==> config.mk <==
export PLATFORM = sky130hd
export DESIGN_NAME = frame_step_mover
export DESIGN_NICKNAME = d
export VERILOG_FILES = /design/src/rtl/frame_pkg.sv /design/src/rtl/sync_rise.sv /design/src/rtl/frame_step_mover.sv
export SDC_FILE = /design/constraint.sdc
export NUM_CORES = 1
export LEC_CHECK = 0
export BUFFER_PORTS_ARGS = -buffer_cell sky130_fd_sc_hd__buf_2
export CORE_ASPECT_RATIO = 0.7
export CORE_MARGIN = 2
export CORE_UTILIZATION = 58
export CTS_CLUSTER_SIZE = 14
export DETAILED_ROUTE_END_ITERATION = 10
export PLACE_DENSITY_LB_ADDON = 0.2
export SETUP_SLACK_MARGIN = 0.2
export SLEW_MARGIN = 0
export SYNTH_ARGS = -nofsm -noshare
export SYNTH_HDL_FRONTEND = slang
export SYNTH_SLANG_ARGS = --single-unit
==> constraint.sdc <==
create_clock -name clk_in -period 3.1 [get_ports clk_in]
set_input_delay 0.62 -clock clk_in [delete_from_list [all_inputs] [get_ports clk_in]]
set_output_delay 0.62 -clock clk_in [all_outputs]
set_load 0.01 [all_outputs]
==> src/rtl/frame_pkg.sv <==
// Shared types and defaults for the per-frame object mover.
package frame_pkg;

   typedef enum logic [1:0] {
      S_IDLE,
      S_WAIT,
      S_MOVE
   } state_t;

   typedef enum logic [1:0] {
      MV_NONE,
      MV_LEFT,
      MV_RIGHT
   } move_t;

   localparam int POS_W_DEF   = 10;
   localparam int POS_MAX_DEF = 639;

   // Opposing buttons cancel out, so a simultaneous press reads as no motion.
   function automatic move_t decode_buttons(input logic left, input logic right);
      case ({left, right})
         2'b10:   return MV_LEFT;
         2'b01:   return MV_RIGHT;
         default: return MV_NONE;
      endcase
   endfunction

endpackage

==> src/rtl/sync_rise.sv <==
// Two-flop synchronizer plus history flop; emits a registered one-cycle pulse
// on each rising edge of an asynchronous level input.
module sync_rise (
   input  logic clk_in,
   input  logic reset,
   input  logic sig_in,
   output logic rise
);

   logic sync1;
   logic sync2;
   logic hist;

   // NOTE: every flop here is sequential state, so all use non-blocking
   // assignments; blocking ones would collapse the chain into a single stage.
   always_ff @(posedge clk_in or negedge reset) begin
      if (!reset) begin
         sync1 <= 1'b0;
         sync2 <= 1'b0;
         hist  <= 1'b0;
         rise  <= 1'b0;
      end else begin
         sync1 <= sig_in;
         sync2 <= sync1;
         hist  <= sync2;
         rise  <= sync2 & ~hist;
      end
   end

endmodule

==> src/rtl/frame_step_mover.sv <==
// Per-frame game-state update: turns the frame square wave into a tick and
// steps a saturating 1-D position left or right once per enabled frame.
module frame_step_mover
   import frame_pkg::*;
#(
   parameter int POS_W     = POS_W_DEF,
   parameter int POS_MAX   = POS_MAX_DEF,
   parameter int STEP      = 4,
   parameter int RESET_POS = 320
) (
   input  logic             clk_in,
   input  logic             reset,
   input  logic             tick_in,
   input  logic             enable,
   input  logic             btn_left,
   input  logic             btn_right,
   output logic             frame_tick,
   output logic [POS_W-1:0] pos,
   output logic             pos_valid,
   output logic             at_edge
);

   localparam logic [POS_W:0]   STEP_X      = (POS_W + 1)'(STEP);
   localparam logic [POS_W:0]   POS_MAX_X   = (POS_W + 1)'(POS_MAX);
   localparam logic [POS_W-1:0] RESET_POS_V = POS_W'(RESET_POS);
   localparam logic             RESET_EDGE  = (RESET_POS == 0) || (RESET_POS == POS_MAX);

   state_t           state, state_nxt;
   move_t            req, req_nxt;
   logic [POS_W-1:0] pos_nxt;
   logic             pos_valid_nxt;
   logic             at_edge_nxt;
   logic [POS_W:0]   pos_x;
   logic [POS_W:0]   moved_x;

   logic btn_l_s1, btn_l_s2;
   logic btn_r_s1, btn_r_s2;

   sync_rise u_tick_sync (
      .clk_in (clk_in),
      .reset  (reset),
      .sig_in (tick_in),
      .rise   (frame_tick)
   );

   // Raw buttons are only synchronized; sampling once per frame filters bounce.
   always_ff @(posedge clk_in or negedge reset) begin
      if (!reset) begin
         btn_l_s1 <= 1'b0;
         btn_l_s2 <= 1'b0;
         btn_r_s1 <= 1'b0;
         btn_r_s2 <= 1'b0;
      end else begin
         btn_l_s1 <= btn_left;
         btn_l_s2 <= btn_l_s1;
         btn_r_s1 <= btn_right;
         btn_r_s2 <= btn_r_s1;
      end
   end

   // One extra bit keeps pos+STEP from wrapping before the saturation compare.
   always_comb begin
      pos_x = {1'b0, pos};
      case (req)
         MV_RIGHT: moved_x = (pos_x + STEP_X > POS_MAX_X) ? POS_MAX_X : pos_x + STEP_X;
         MV_LEFT:  moved_x = (pos_x < STEP_X) ? '0 : pos_x - STEP_X;
         default:  moved_x = pos_x;
      endcase
   end

   always_ff @(posedge clk_in or negedge reset) begin
      if (!reset) state <= S_IDLE;
      else        state <= state_nxt;
   end

   // NOTE: every output of this block gets a default before the case so no
   // path leaves one unassigned, which would otherwise infer a latch.
   always_comb begin
      state_nxt     = state;
      req_nxt       = req;
      pos_nxt       = pos;
      pos_valid_nxt = 1'b0;
      at_edge_nxt   = at_edge;
      case (state)
         S_IDLE: begin
            if (enable) state_nxt = S_WAIT;
         end
         S_WAIT: begin
            if (!enable) begin
               state_nxt = S_IDLE;
            end else if (frame_tick) begin
               req_nxt   = decode_buttons(btn_l_s2, btn_r_s2);
               state_nxt = S_MOVE;
            end
         end
         S_MOVE: begin
            pos_nxt       = moved_x[POS_W-1:0];
            pos_valid_nxt = 1'b1;
            at_edge_nxt   = (moved_x == '0) || (moved_x == POS_MAX_X);
            state_nxt     = enable ? S_WAIT : S_IDLE;
         end
         default: state_nxt = S_IDLE;
      endcase
   end

   always_ff @(posedge clk_in or negedge reset) begin
      if (!reset) begin
         req       <= MV_NONE;
         pos       <= RESET_POS_V;
         pos_valid <= 1'b0;
         at_edge   <= RESET_EDGE;
      end else begin
         req       <= req_nxt;
         pos       <= pos_nxt;
         pos_valid <= pos_valid_nxt;
         at_edge   <= at_edge_nxt;
      end
   end

endmodule

==> results.md, run 1 <==
- Fin. max-slew vios: 0
- Initial antenna violation count: 0
- Post-route minimum period: 2690 ps
- Async SR Flop Fraction: 100%
- Multi-input logic area: 943 um^2
- Cells after DPL: 224
- Synth warnings: 0
- DRC: 0
- Slew HR: 61.7%
- Max VDD drop: 0.000461 V
- Dpl hpwl: 2.85 mm
- Vias after detailed routing: 1466
- Buf/Inv on CP: 1
- DR vias/cell: 6.43
- Fillers: 222
- Grt ovf: 0
- Pwr/cell area: 789 mW/mm^2
- CTS Hold Bufs: 0
- Skew final: 7.21 ps
- Port Buffers: 18
- Synth cell types: 61
- Main synth FF type: dfrtp_1
- Met3 GRT Util: 6.74%
- EDFF count, synth: 0
- Met1 GRT Util: 43.3%
- GRT met2 Usage: 38.4%
- Final Hold Fails: 0
- Synth Instances: 182
- Worst-Skew Late Latency: 270 ps
- Flip-flop and latch area: 604 um^2
- Crit path required time: 3290 ps
- Post-route insts no fill: 228
- RSZ-0062 raised after global routing: no
- IO Pins: 19
- First DRT Iteration DRCs: 233
- Synthesized Nets: 193
- Worst setup path class: flop to flop
- Starting Density: 60.0%
- Nets: 204
- Worst path slowest cell: dfrtp_1
- Syn avg cell area: 9.04 um^2
- CTS tree: done
- Worst-Margin Slew: 575 ps
- Ratio of cells with drive above 1 in the final layout: 22.9%
- Resized cells post-CTS: 0
- Synth Register Bits: 24
- First-pass GRT wire length: 6.90 mm
- TritonRoute pass-1 iters: 4
- ANT nets after route: 0
- Vias in the first global route: 1353
- CTS root buffer: clkbuf_8
- Drt wl/cell: 17.5 um
- CORE AREA: 0.00274 mm^2
- Gr usage total: 27.6%
- DRT Wirelength: 3.99 mm
- Post-layout total power: 1.42 mW
- Worst hold path type: primary input to async pin
- H-tree levels: 1
- Max cap viols: 0
- CP Cell Sequence: inv_1, ha_1, nand4bb_1, nor4_1, a22oi_1, a21boi_2, a2bb2oi_1, nand4bb_2, o211ai_2
- Area growth from synthesis to layout: 9.13%
- Die Wd: 67.7 um
- Worst r2r path cells: 9
- CTS Buf Count: 3
- Ant diodes: 0
- Crit path depth: 9
- Largest net degree at the start of global routing: 25
- Fin crit share: 86.9%
- Cell area after synthesis: 0.00165 mm^2
- CP delay by family, top: compound AO/OA/AOI/OAI gates
- Sink Count: 24
- Die Ht: 48.6 um
- Crit path DAT: 2880 ps
- Final Setup Violations: 0
- Slowest cell delay on critical path: 550 ps
- Peak Freq: 371 MHz
- Crit start category: flop
- LEAKAGE: 0.746 nW
- FP Rows: 16
- Postcts setup bufs: 0
- Outcome: finished clean
- Hold Slack: 320 ps
- Area of the die: 0.00329 mm^2
- Setup_tns: 0 ps
- Worst-path maximum fanout: 11
- Final RePlAce weighted congestion: 1.00
- Reg clk slew, reported paths: 90 ps
- Setup crit end kind: flop
- CTS Buffer Depth: 2
- Top Usage Layer GRT: met1
- Post-synthesis sequential area ratio: 36.7%
==> state kept, by name, summed over array words and instances (netlist names) <==
signal / flops
btn_r_s1: 1
state: 2
pos: 10
pos_valid: 1
u_tick_sync.sync1: 1
btn_r_s2: 1
req: 2
u_tick_sync.hist: 1
btn_l_s1: 1
at_edge: 1
u_tick_sync.sync2: 1
u_tick_sync.rise: 1
btn_l_s2: 1
==> placed cells by master, fill, tap and decap left out, types with 2 or more instances in the layout <==
cell type	n
nand2_1	24
dfrtp_1	21
buf_2	18
a21oi_1	11
inv_1	9
o21ai_0	9
nand3_1	6
nor2_1	6
ha_1	5
nor2b_1	4
nor3_1	4
o21a_1	4
o21ai_1	4
o31ai_1	3
clkbuf_8	3
or3_1	2
xnor2_1	2
nor4_1	2
and3_1	2
nand4_1	2
and4_1	2
nor3b_1	2
a2bb2oi_1	2
nand3b_1	2
o2111ai_1	2
nor4_2	2
dfstp_2	2
==> report_power, final <==
group | leakage, nW | internal (mW) | switching (mW)
Combinational | 0.411 | 0.266 | 0.385
Clock | 0.0357 | 0.172 | 0.0983
Sequential | 0.300 | 0.365 | 0.130
Total | 0.746 | 0.804 | 0.613
==> per-layer routing <==
metal,share of wire (%),wire length (um)
met5,0,0
met4,1.1,44
met3,9.7,387
met2,44,1760
met1,45,1800
==> kinds of logic after synthesis <==
group                    synth area share, %
XOR/XNOR                                1.60
flip-flops                              36.7
adder cells (fa/ha/maj)                 3.80
AO/OA/AOI/OAI                           27.2
AND/OR/NAND/NOR                         24.6
buffers and inverters                   6.24
==> path summary, 6_finish.rpt <==
path	start	to	slack [ps]
min in group clk_in	btn_l_s1	btn_l_s2	350
worst min register to register	btn_l_s1	btn_l_s2	350
worst min-delay path	reset	btn_l_s2	320
worst max-delay path	pos[3]	at_edge	410
max in group asynchronous	reset	pos[2]	2390
worst max register to register	pos[3]	at_edge	410
==> through the flow <==
| step | instance area [um^2] | utilization (%) | worst slack (ps) |
|---|---|---|---|
| 4_1_cts | 1790 | 65.3 | 352 |
| 5_1_grt | 1800 | 65.5 | 279 |
| 2_1_floorplan | 1650 | - | 751 |
| 3_3_place_gp | 1720 | 62.7 | 563 |
| 3_5_place_dp | 1720 | 62.7 | 413 |
| 6_report | 1800 | 65.5 | 406 |
==> cell usage after synthesis, types with 2 or more instances <==
library cell | count | share of area, %
nor2_1 | 6 | 1.4
nand3b_1 | 2 | 0.91
or3_1 | 2 | 0.76
o2111ai_1 | 2 | 1.1
a21oi_1 | 11 | 3.3
nor4_2 | 2 | 1.5
o21a_1 | 4 | 1.8
nor3_1 | 4 | 1.2
nand2_1 | 24 | 5.5
o21ai_0 | 9 | 2.7
o21ai_1 | 4 | 1.2
nor3b_1 | 2 | 0.91
dfstp_2 | 2 | 3.2
dfrtp_1 | 22 | 33
o31ai_1 | 3 | 1.4
xnor2_1 | 2 | 1.1
and4_1 | 2 | 1.1
ha_1 | 5 | 3.8
nand4_1 | 2 | 0.76
buf_6 | 2 | 1.4
nor4_1 | 2 | 0.76
nor2b_1 | 4 | 1.5
a21boi_0 | 2 | 0.91
buf_2 | 4 | 1.2
nand3_1 | 6 | 1.8
clkbuf_1 | 7 | 1.6
inv_1 | 9 | 2.1
a2bb2oi_1 | 2 | 1.1
and3_1 | 2 | 0.76
==> layout make-up <==
type	instances	share of cell area [%]
Clock buffer	3	2.30
Clock inverter	1	1.67
Inverter	9	1.88
Multi-Input combinational cell	136	52.5
Sequential cell	24	33.7
Tap cell	36	2.51
Timing Repair Buffer	19	5.44
Note: power is estimated with default switching activity, not from simulation.
==> run 2: changes to the inputs <==
SYNTH_HIERARCHICAL = 1   (was not set)
==> run 2 against run 1 <==
Clock-buffer cell count unchanged; sequential share of layout area is 0.45 points higher; clock skew decreased by 4.1 ps; final area decreased by 1.5%; combinational power fell by 5.2%; sequential cell count unchanged; wire length grew 3.2%; register-to-register slack gained 30 ps; synthesized cell count up 3.8%; critical path type unchanged; largest power group unchanged.
==> results.md, run 2 <==
- Simple-Gate Fraction of Synth Area: 27.0%
- Synth top area share: 32.7%
- Ant diodes: 0
- Largest net degree at the start of global routing: 25
- FP Rows: 16
- PnR worst setup slack: 439 ps
- Complex-gate fraction of the synthesized area: 24.0%
- CTS Hold Bufs: 0
- Int Power: 0.699 mW
- Commonest cells post-synth: dfrtp_1 (22), nand2_1 (18), a21oi_1 (13), nor2_1 (13), o21ai_0 (12)
- Cell area after synthesis: 0.00168 mm^2
- Ratio of cells with drive above 1 in the final layout: 19.2%
- Mux contribution to synthesized area: 1.79%
- H-tree levels: 1
- Peak Freq: 376 MHz
- IO Pins: 19
- Synthesized Nets: 200
- Die Ht: 49.1 um
- Max VDD drop: 0.000384 V
- Worst path slowest cell: ha_1
- Most common cell in the netlist: dfrtp_1
- Drt wl/cell: 17.6 um
- Setup crit end kind: flop
- Power share of the sequential group: 38.8%
- LEAKAGE: 0.733 nW
- CP Cell Sequence: inv_1, ha_1, inv_1, nand2_1, o31ai_1, o311ai_2, nor4b_1, a211oi_2, o31ai_2
- Setup_tns: 0 ps
- Cell taking the most area after synthesis: dfrtp_1
- Worst-path maximum fanout: 19
- Biggest regs: pos x10, req x2, state x2
- Fin. max-slew vios: 0
- Crit path required time: 3280 ps
- Slowest cell delay on critical path: 540 ps
- First-pass GRT wire length: 6.99 mm
- Clock share of power: 13.7%
- First DRT Iteration DRCs: 185
- Synth Instances: 189
- Register-to-register setup slack: 440 ps
- Fin crit share: 85.8%
- Resized cells post-CTS: 0
- DRC: 0
- Worst setup path startpoint: req[0]
- Max FFs per register: 10
- Synth Register Bits: 24
- Nets: 211
- Post-layout total power: 1.30 mW
- Adder and majority cell fraction of the synthesized area: 3.72%
- Die Wd: 68.4 um
- Max cap viols: 0
- ANT nets after route: 0
- Comb pwr share: 47.5%
- Synth cell types: 58
- Main synth FF type: dfrtp_1
- Synth warnings: 6
- Grt ovf: 0
- Skew final: 3.15 ps
- Finished Cell Area: 0.00177 mm^2
- Final RePlAce weighted congestion: 1.00
- Crit start category: flop
- Worst-Margin Slew: 607 ps
- Placed Area: 0.00173 mm^2
- Largest cells by area after synthesis: dfrtp_1 (33%), nand2_1 (4.0%), a21oi_1 (3.9%)
- Largest family of logic cells by synthesized area: simple AND/OR/NAND/NOR gates
- Final Hold Fails: 0
- Outcome: finished clean
- Post-synthesis sequential area ratio: 35.9%
- CORE AREA: 0.00278 mm^2
- Slew HR: 59.5%
- CP most frequent cell: inv_1
- Post-route minimum period: 2660 ps
- Syn avg cell area: 8.90 um^2
- Worst r2r src: req[0]
- Worst r2r path cells: 9
- Worst hold path type: primary input to async pin
- CTS Buffer Depth: 2
- Initial antenna violation count: 0
- Endpoint of the worst register-to-register path: at_edge
- Sink Count: 24
- Final Setup Violations: 0
- CTS root buffer: clkbuf_8
- Vias in the first global route: 1345
- Reg clk slew, reported paths: 80 ps
- DRT Wirelength: 4.12 mm
- Commonest non-fill, non-tap cell in the layout: dfrtp_1
- Dpl hpwl: 2.94 mm
- Port Buffers: 18
- Vias after detailed routing: 1524
- Psw: 0.603 mW
- Pwr/cell area: 736 mW/mm^2
- Worst-Skew Late Latency: 260 ps
- Commonest cells after routing, fill and taps aside: dfrtp_1 (22), nand2_1 (18), buf_2 (18)
- RSZ-0062 raised after global routing: no
- Util after Layout: 63.5%
- EDFF count, synth: 0
- Largest register by flop count: pos
- CTS tree: done
- Async SR Flop Fraction: 100%
- CTS Buf Count: 3
- Area growth from synthesis to layout: 5.13%
- Worst setup path class: flop to flop
- Postcts setup bufs: 0
- Starting Density: 60.4%
- Area of the die: 0.00335 mm^2
- Net Sw Frac: 46.3%
- Crit path DAT: 2840 ps
- Gr usage total: 27.9%
- Dpl ws: 490 ps
- Synth Area in XOR/XNOR: 0%
- DR vias/cell: 6.51
- TritonRoute pass-1 iters: 5
## run 2: cell families after synthesis
group           after synthesis
flops                        24
mux                           3
buf+inv                      22
simple gates                 79
fa+ha+maj                     5
compound gates               56
## run 2: through the flow
step	std cells	hold WS (ps)
after global routing	234	348
final	234	323
after CTS	234	339
after global placement	231	332
after floorplan	189	324
after detailed placement	231	336
## run 2: worst max path at each step
stage,cells past startpoint,end,slack (ps)
2_1_floorplan,9,at_edge,870
3_3_place_gp,9,at_edge,590
3_5_place_dp,9,at_edge,490
4_1_cts,9,at_edge,450
5_1_grt,9,at_edge,260
6_report,9,at_edge,440
## run 2: critical path: cells and delay by family (launching register included)
family | cells | cell delay, ps
compound gates | 4 | 920
fa+ha+maj | 1 | 540
buf+inv | 2 | 280
flops | 1 | 360
simple gates | 2 | 470
## run 2: power by group through the flow
stage                     Clock (mW)  Sequential, mW  Combinational [mW]
final                          0.178           0.506               0.618
after global placement             0           0.499               0.595
after detailed placement           0           0.506               0.605
after global routing           0.199           0.520               0.678
after CTS                      0.189           0.500               0.610
after floorplan                    0           0.433               0.553
## run 2: layer usage
layer | GRT usage, % | vias up | part of all wire (%)
li1 | - | 712 | -
met1 | 44.1 | 734 | 47
met2 | 38.5 | 74 | 44
met3 | 5.77 | 4 | 8.0
met4 | 6.67 | 0 | 0.90
met5 | 0 | - | 0
## run 2: final cells by class
cell class	instances	area, um^2
sequential	24	603
clock buffer	3	41.3
fill	254	1010
timing repair buffer	18	90.1
tap	36	45.0
inverter	10	37.5
multi-input combinational	143	951
==> run 3: changes to the inputs <==
CORE_UTILIZATION = 56   (was 58)
==> run 3 against run 2 <==
Sequential share of layout area fell by 0.71 points; first-iteration DRC count fell by 22%; clock-buffer cell count did not move; global-route usage fell by 2.2 points; combinational power rose by 2%; clock skew rose by 5.6 ps; total power rose by 7.8%; via count fell by 1.3%; maximum frequency rose by 2.2%; final cell count rose by 0.85%; critical path type unchanged; largest power group unchanged.
==> results.md, run 3 (synthesized netlist as in run 2, its figures left out) <==
- Nets: 212
- DRC: 0
- First-pass GRT wire length: 6.93 mm
- Register-to-register setup slack: 500 ps
- Postcts setup bufs: 0
- IO Pins: 19
- CTS Hold Bufs: 0
- Ratio of cells with drive above 1 in the final layout: 20.0%
- Ant diodes: 0
- CTS Buffer Depth: 2
- Vias after detailed routing: 1504
- CP Cell Sequence: inv_1, ha_1, nand2_1, o31ai_1, o311ai_2, nor4b_1, a211oi_2, o31ai_2
- DRT Wirelength: 4.16 mm
- Worst r2r src: req[0]
- Endpoint of the worst register-to-register path: at_edge
- M1 WL: 1.92 mm
- Fin. max-slew vios: 0
- Worst hold path type: primary input to async pin
- Dpl ws: 579 ps
- Starting Density: 59.6%
- TritonRoute pass-1 iters: 4
- Commonest cells after routing, fill and taps aside: dfrtp_1 (22), nand2_1 (18), buf_2 (18)
- Pwr/cell area: 777 mW/mm^2
- First DRT Iteration DRCs: 144
- Die Ht: 49.8 um
- Max VDD drop: 0.000516 V
- Commonest non-fill, non-tap cell in the layout: dfrtp_1
- Initial antenna violation count: 0
- LEAKAGE: 0.752 nW
- Outcome: finished clean
- WL met2: 1.86 mm
- CTS tree: done
- Gr usage total: 25.7%
- Worst-path maximum fanout: 16
- Slowest cell delay on critical path: 540 ps
- Post-layout total power: 1.40 mW
- Routed wl met3: 357 um
- Setup crit end kind: flop
- CTS root buffer: clkbuf_8
- Hold Slack: 315 ps
- DR vias/cell: 6.37
- Worst-Skew Late Latency: 270 ps
- Worst path slowest cell: ha_1
- Skew final: 8.74 ps
- Crit start category: flop
- Worst setup path class: flop to flop
- CTS Buf Count: 3
- PnR worst setup slack: 496 ps
- Worst-Margin Slew: 607 ps
- Vias in the first global route: 1359
- Worst setup path startpoint: req[0]
- Sink Count: 24
- Largest net degree at the start of global routing: 25
- Post-route minimum period: 2600 ps
- CP endpoint: at_edge
- Max layer used: met4
- Final Setup Violations: 0
- Crit path depth: 8
- H-tree levels: 1
- Reg clk slew, reported paths: 90 ps
- Area of the die: 0.00346 mm^2
- Final RePlAce weighted congestion: 0.939
- FP Rows: 16
- Die Wd: 69.5 um
- CORE AREA: 0.00282 mm^2
- Peak Freq: 384 MHz
- Area growth from synthesis to layout: 7.37%
- Largest register by flop count: pos
- Worst r2r path cells: 8
- Resized cells post-CTS: 0
- Grt ovf: 0
- Setup_tns: 0 ps
- Drt wl/cell: 17.6 um
- Biggest regs: pos x10, req x2, state x2
- Crit path required time: 3280 ps
- Dpl hpwl: 3.03 mm
- ANT nets after route: 0
- CP delay by family, top: compound AO/OA/AOI/OAI gates
- Max FFs per register: 10
- RSZ-0062 raised after global routing: no
- Port Buffers: 18
- Final Hold Fails: 0
- Crit path DAT: 2780 ps
- Buf/Inv on CP: 1
- Slew HR: 59.5%
- Fin crit share: 84.0%
- Max cap viols: 0
run 3: layout make-up:
type	count	area, um^2
clock buffers	3	41.3
well taps	36	45.0
fillers	231	1020
clock inverters	1	30.0
flip-flops and latches	24	603
inverters	10	37.5
multi-input cells	143	951
repair buffers	19	97.6
run 3: worst min path at each step:
stage / end / slack, ps
5_1_grt: pos[3] / 360
4_1_cts: pos[3] / 340
6_report: pos[5] / 320
3_3_place_gp: btn_r_s2 / 330
3_5_place_dp: btn_r_s2 / 330
2_1_floorplan: at_edge / 320
run 3: metrics by stage:
step           util (%)  cell area (um^2)  instances
2_1_floorplan         -              1680        189
3_3_place_gp       61.4              1730        232
3_5_place_dp       61.4              1730        232
4_1_cts            64.0              1810        236
5_1_grt            64.0              1810        236
6_report           64.0              1810        236
run 3: power breakdown:
group | switching (mW) | internal [mW] | total, mW | leakage (nW)
Clock | 0.102 | 0.173 | 0.275 | 0.0357
Combinational | 0.381 | 0.249 | 0.630 | 0.419
Sequential | 0.128 | 0.369 | 0.497 | 0.297
Total | 0.612 | 0.791 | 1.40 | 0.752
run 3: layer usage:
layer / vias to the layer above / GRT usage (%)
met5: - / 0
met4: 0 / 5.88
met3: 4 / 7.36
met2: 65 / 38.1
met1: 719 / 37.3
li1: 716 / -
run 3: worst register-to-register path: stages (launching register included):
cell      delay [ps]
dfrtp_1          400
inv_1             80
ha_1             540
nand2_1          210
o31ai_1          450
o311ai_2         120
nor4b_1          380
a211oi_2         110
o31ai_2          230
